**config.mk**
```make
export PLATFORM = sky130hd
export DESIGN_NAME = dmem_arbiter
export DESIGN_NICKNAME = d
export VERILOG_FILES = /design/src/rtl/dmem_arbiter.sv
export SDC_FILE = /design/constraint.sdc
export NUM_CORES = 1
export LEC_CHECK = 0
export BUFFER_PORTS_ARGS = -buffer_cell sky130_fd_sc_hd__buf_2
export CAP_MARGIN = 10
export CORE_AREA = 2 2 117 119
export DETAILED_ROUTE_END_ITERATION = 8
export DIE_AREA = 0 0 119 121
export PLACE_DENSITY = 0.58
export SLEW_MARGIN = 25
export SYNTH_ARGS = -nofsm -noshare
export SYNTH_HDL_FRONTEND = slang
export SYNTH_SLANG_ARGS = --single-unit
```
**constraint.sdc**
```tcl
create_clock -name clk -period 2.8 [get_ports clk]
set_input_delay 0.28 -clock clk [delete_from_list [all_inputs] [get_ports clk]]
set_output_delay 0.28 -clock clk [all_outputs]
set_load 0.02 [all_outputs]
```
**src/rtl/dmem_arbiter.sv**
```systemverilog
// Arbitrates the single-port data memory between the CPU MEM stage and the accelerator master.
// CPU has fixed priority; the accelerator gets a starvation escape and locked bursts.
module dmem_arbiter #(
    parameter int ADDR_W       = 32,
    parameter int DATA_W       = 32,
    parameter int STARVE_LIMIT = 8,
    parameter int MAX_BURST    = 4
) (
    input  logic              clk,
    input  logic              rst,
    input  logic              cpu_rd,
    input  logic              cpu_wr,
    input  logic [ADDR_W-1:0] cpu_addr,
    input  logic [DATA_W-1:0] cpu_wdata,
    output logic              cpu_stall,
    output logic [DATA_W-1:0] cpu_rdata,
    output logic              cpu_rvalid,
    input  logic              acc_req,
    input  logic              acc_we,
    input  logic              acc_lock,
    input  logic [ADDR_W-1:0] acc_addr,
    input  logic [DATA_W-1:0] acc_wdata,
    output logic              acc_gnt,
    output logic [DATA_W-1:0] acc_rdata,
    output logic              acc_rvalid,
    output logic              mem_en,
    output logic              mem_we,
    output logic [ADDR_W-1:0] mem_addr,
    output logic [DATA_W-1:0] mem_wdata,
    input  logic [DATA_W-1:0] mem_rdata
);
    typedef enum logic {ARB, BURST} state_t;
    typedef enum logic [1:0] {TAG_NONE, TAG_CPU, TAG_ACC} tag_t;

    localparam logic [7:0] STARVE_MAX = 8'(STARVE_LIMIT);
    localparam logic [4:0] BURST_MAX  = 5'(MAX_BURST);

    state_t     state;
    tag_t       rdTag;
    logic [7:0] starveCnt;
    logic [4:0] beatCnt;
    logic       cpuReq, cpuGrant, accGrant, burstGo;

    always_comb begin
        cpuReq   = cpu_rd | cpu_wr;
        burstGo  = (state == BURST) & acc_req & acc_lock & (beatCnt < BURST_MAX);
        accGrant = 1'b0;
        cpuGrant = 1'b0;
        // A burst that ends without a locked request falls straight back to normal arbitration.
        if (!rst) begin
            if (burstGo)
                accGrant = 1'b1;
            else if (acc_req && (!cpuReq || starveCnt == STARVE_MAX))
                accGrant = 1'b1;
            else
                cpuGrant = cpuReq;
        end
    end

    always_comb begin
        mem_en    = accGrant | cpuGrant;
        mem_we    = 1'b0;
        mem_addr  = '0;
        mem_wdata = '0;
        if (accGrant) begin
            mem_we    = acc_we;
            mem_addr  = acc_addr;
            mem_wdata = acc_wdata;
        end else if (cpuGrant) begin
            mem_we    = cpu_wr;
            mem_addr  = cpu_addr;
            mem_wdata = cpu_wdata;
        end
    end

    assign cpu_stall  = cpuReq & ~cpuGrant & ~rst;
    assign acc_gnt    = accGrant;
    assign cpu_rvalid = (rdTag == TAG_CPU);
    assign acc_rvalid = (rdTag == TAG_ACC);
    assign cpu_rdata  = cpu_rvalid ? mem_rdata : '0;
    assign acc_rdata  = acc_rvalid ? mem_rdata : '0;

    always_ff @(posedge clk or posedge rst) begin
        if (rst) begin
            state     <= ARB;
            rdTag     <= TAG_NONE;
            starveCnt <= '0;
            beatCnt   <= '0;
        end else begin
            if (!acc_req || accGrant)
                starveCnt <= '0;
            else if (starveCnt < STARVE_MAX)
                starveCnt <= starveCnt + 8'd1;

            if (burstGo) begin
                // The beat reaching MAX_BURST is the last locked one.
                if (beatCnt + 5'd1 == BURST_MAX) begin
                    state   <= ARB;
                    beatCnt <= '0;
                end else begin
                    beatCnt <= beatCnt + 5'd1;
                end
            end else if (accGrant && acc_lock && MAX_BURST > 1) begin
                state   <= BURST;
                beatCnt <= 5'd1;
            end else begin
                state   <= ARB;
                beatCnt <= '0;
            end

            if (cpuGrant && !cpu_wr)
                rdTag <= TAG_CPU;
            else if (accGrant && !acc_we)
                rdTag <= TAG_ACC;
            else
                rdTag <= TAG_NONE;
        end
    end
endmodule

```
==> impl_metrics.env <==
export IMPL_netSwitchingFraction_pct=37.8
export IMPL_fp_dieW_um=119
export IMPL_clock_root_buffer="clkbuf_16"
export IMPL_fin_skew_ns=0.00213
export IMPL_cp_endpoint="mem_wdata[19]"
export IMPL_cts_tree="done"
export IMPL_criticalPathCategory="reg -> out"
export IMPL_via_per_inst=4.30
export IMPL_tns_ns=0
export IMPL_worstSkewPairLatency_ns=0.24
export IMPL_first_pass_iters=4
export IMPL_cts_buffers_inserted=3
export IMPL_area_growth_syn_to_layout_pct=98.6
export IMPL_clkPwrFrac_pct=25.1
export IMPL_ir_drop_uv=229
export IMPL_dr_total_vias=2952
export IMPL_worstMarginPinSlew_ns=0.598
export IMPL_grt_overflow=0
export IMPL_arrival_ns=2.42
export IMPL_drc=0
export IMPL_post_drt_wl_per_cell_um=18.8
export IMPL_num_antenna_cells=0
export IMPL_rsz0062_at_grt="false"
export IMPL_die_area_mm2=0.0144
export IMPL_ys_types=31
export IMPL_dp_hpwl_mm=11.2
export IMPL_rr_worst_depth=5
export IMPL_fill_cells=1420
export IMPL_cp_startpoint="starveCnt[4]$_DFFE_PP0P_"
export IMPL_p_seq_share_pct=24.0
export IMPL_critPathRequiredTime_ns=2.52
export IMPL_final_util_pct=28.1
export IMPL_switching_power_mw=0.402
export IMPL_core_rowCount=42
export IMPL_multiInputGateArea_mm2=0.00137
export IMPL_max_freq_mhz=370
export IMPL_start_util_pct=14.1
export IMPL_synthCells=219
export IMPL_hold_slack_ns=0.179
export IMPL_hold_viol=0
export IMPL_htree_num_levels=1
export IMPL_core_mm2=0.0131
export IMPL_fin_nets=682
export IMPL_power_per_cell_area_mw_per_mm2=289
export IMPL_path_max_fanout=35
export IMPL_drv_slew=0
export IMPL_setup_viol=0
export IMPL_grt_first_pass_wirelength_mm=17.4
export IMPL_r2r_slack_ns=0.71
export IMPL_status="finished clean"
export IMPL_timing_final_crit_share_pct=96.5
export IMPL_grt_use_total_pct=16.4
export IMPL_syn_area_per_cell_um2=8.44
export IMPL_maxSlewHeadroom_pct=60.1
export IMPL_r2r_start="starveCnt[4]$_DFFE_PP0P_"
export IMPL_synth_area_mm2=0.00185
export IMPL_drt_iter0_markers=184
export IMPL_grt_pass1_vias=2671
export IMPL_place_congestion=0.885
export IMPL_p_leak_nw=2.29
export IMPL_r2r_end="beatCnt[0]$_DFF_PP0_"
export IMPL_ys_warn_count=0
export IMPL_io_buffers=300
export IMPL_grt_max_degree=56
export IMPL_cp_start_kind="flop"
export IMPL_num_io_pins=301
export IMPL_die_h_um=121
export IMPL_clkTransAtPathRegs_ns=0.05
export IMPL_antenna_found_initial=1
export IMPL_maxCapViolCount=0
export IMPL_fin_crit_ns=2.70
export IMPL_seq_area_frac_synth_pct=21.7
export IMPL_final_antenna_net_count=0
export IMPL_ys_ff_latch=16
export IMPL_hp_class="in -> async"
export IMPL_intPower_mw=0.661
export IMPL_seqCellArea_um2=400
export IMPL_cts_buffer_depth=2
export IMPL_p_comb_share_pct=50.9
export IMPL_clock_sinks=16
export IMPL_wirelength_mm=12.9
export IMPL_endpoint_kind="output pin"
export IMPL_cts_hold_buf=0
export IMPL_drive_gt1_share_pct=63.1
==> per-layer routing <==
metal / track usage, % / vias to the layer above / wire, um
li1: - / 1375 / -
met1: 23.0 / 1347 / 5260
met2: 24.4 / 224 / 5580
met3: 6.53 / 6 / 1970
met4: 1.56 / 0 / 63
met5: 0 / - / 0
==> per-stage QoR <==
step	worst slack [ns]	area [um^2]	cells	power (mW)
floorplan	0.514	1860	221	0.520
detailed placement	0.167	3500	681	0.787
CTS	0.0125	3650	685	1.07
finish	0.0972	3670	686	1.06
global route	0.00539	3670	686	1.12
global placement	0.174	3500	681	0.789
==> sequential cells by signal, indices dropped and copies added, names as in the netlist <==
signal	count
state	1
starveCnt	8
rdTag	2
beatCnt	5
==> synthesized netlist by cell type <==
master,number,share of area (%)
and2_1,70,24
a22o_1,64,30
dfrtp_1,16,22
clkbuf_1,13,2.6
nor2_1,8,1.6
buf_6,7,4.3
nor2b_1,5,1.7
inv_1,4,0.81
a21oi_1,3,0.81
ha_1,3,2.0
a31o_1,2,0.95
and2b_1,2,0.81
nand2_1,2,0.41
nand3_1,2,0.54
xnor2_1,2,0.95
a31oi_1,1,0.34
a31oi_4,1,1.2
a32o_2,1,0.61
and4_1,1,0.47
buf_2,1,0.27
conb_1,1,0.20
nand4_1,1,0.34
nand4b_1,1,0.47
nor3_1,1,0.27
nor3b_1,1,0.41
nor4_1,1,0.34
o21ai_0,1,0.27
o21bai_1,1,0.41
o31ai_1,1,0.41
or2_4,1,0.47
or4_1,1,0.41
==> worst max-delay path, cell delays in order (launching register included) <==
cell     delay (ns)
dfrtp_1        0.36
or4_4          0.57
or2_4          0.30
a31oi_4        0.23
buf_12         0.23
a22o_1         0.24
buf_2          0.21
==> placed cells by master (no fill, tap or decap), types with 2 or more instances in the layout <==
cell type and n:
buf_2 300, and2_1 70, a22o_1 58, dfrtp_1 16
nor2_1 8, a22o_4 5, nor2b_1 4, inv_1 4
buf_4 4, a21oi_1 3, ha_1 3, conb_1 3
clkbuf_16 3, nand2_1 2, xnor2_1 2, nand3_1 2
a31o_1 2, and2b_1 2
==> kinds of logic after synthesis <==
| family | Yosys count | synth area share, % |
|---|---|---|
| AOI/OAI and AO/OA | 75 | 35.3 |
| xor gates and xnor gates | 2 | 0.947 |
| adders and majority gates | 3 | 2.03 |
| buffers and inverters | 25 | 7.98 |
| DFF | 16 | 21.7 |
| other | 1 | 0.203 |
| and+or+nand+nor | 97 | 31.9 |
==> power groups by stage <==
stage                     clock (mW)  sequential, mW  combinational [mW]
after floorplan                    0           0.256               0.264
after global placement             0           0.258               0.531
after detailed placement           0           0.259               0.528
after CTS                      0.274           0.255               0.542
after global routing           0.284           0.257               0.583
final                          0.267           0.255               0.541
==> worst min-delay path by stage <==
stage                start              endpoint  slack, ns  depth (start not counted)
floorplan              rst  beatCnt[0]$_DFF_PP0_       0.19                          1
detailed placement     rst     state$_DFFE_PP0P_       0.47                          2
CTS                    rst     state$_DFFE_PP0P_       0.21                          2
global route        cpu_wr    rdTag[0]$_DFF_PP0_       0.26                          2
finish                 rst     state$_DFFE_PP0P_       0.18                          2
global placement       rst     state$_DFFE_PP0P_       0.46                          2
==> cell type report <==
class                           instances  area share [%]
Tap cell                              176            6.00
Clock buffer                            3            2.04
Sequential cell                        16            10.9
Inverter                                4           0.409
Multi-Input combinational cell        180            37.2
Timing Repair Buffer                  307            43.4
==> what timing repair did <==
| item | 4_1_cts | 5_1_grt |
|---|---|---|
| setup buffers | 0 | 1 |
| resized for setup | 5 | 3 |
| cloned | 1 | 0 |
| hold endpoints to repair | 0 | 0 |
| setup endpoints to repair | 9 | 53 |
| pin swaps | 0 | 1 |
No activity file was read; power rests on OpenSTA's default activity.
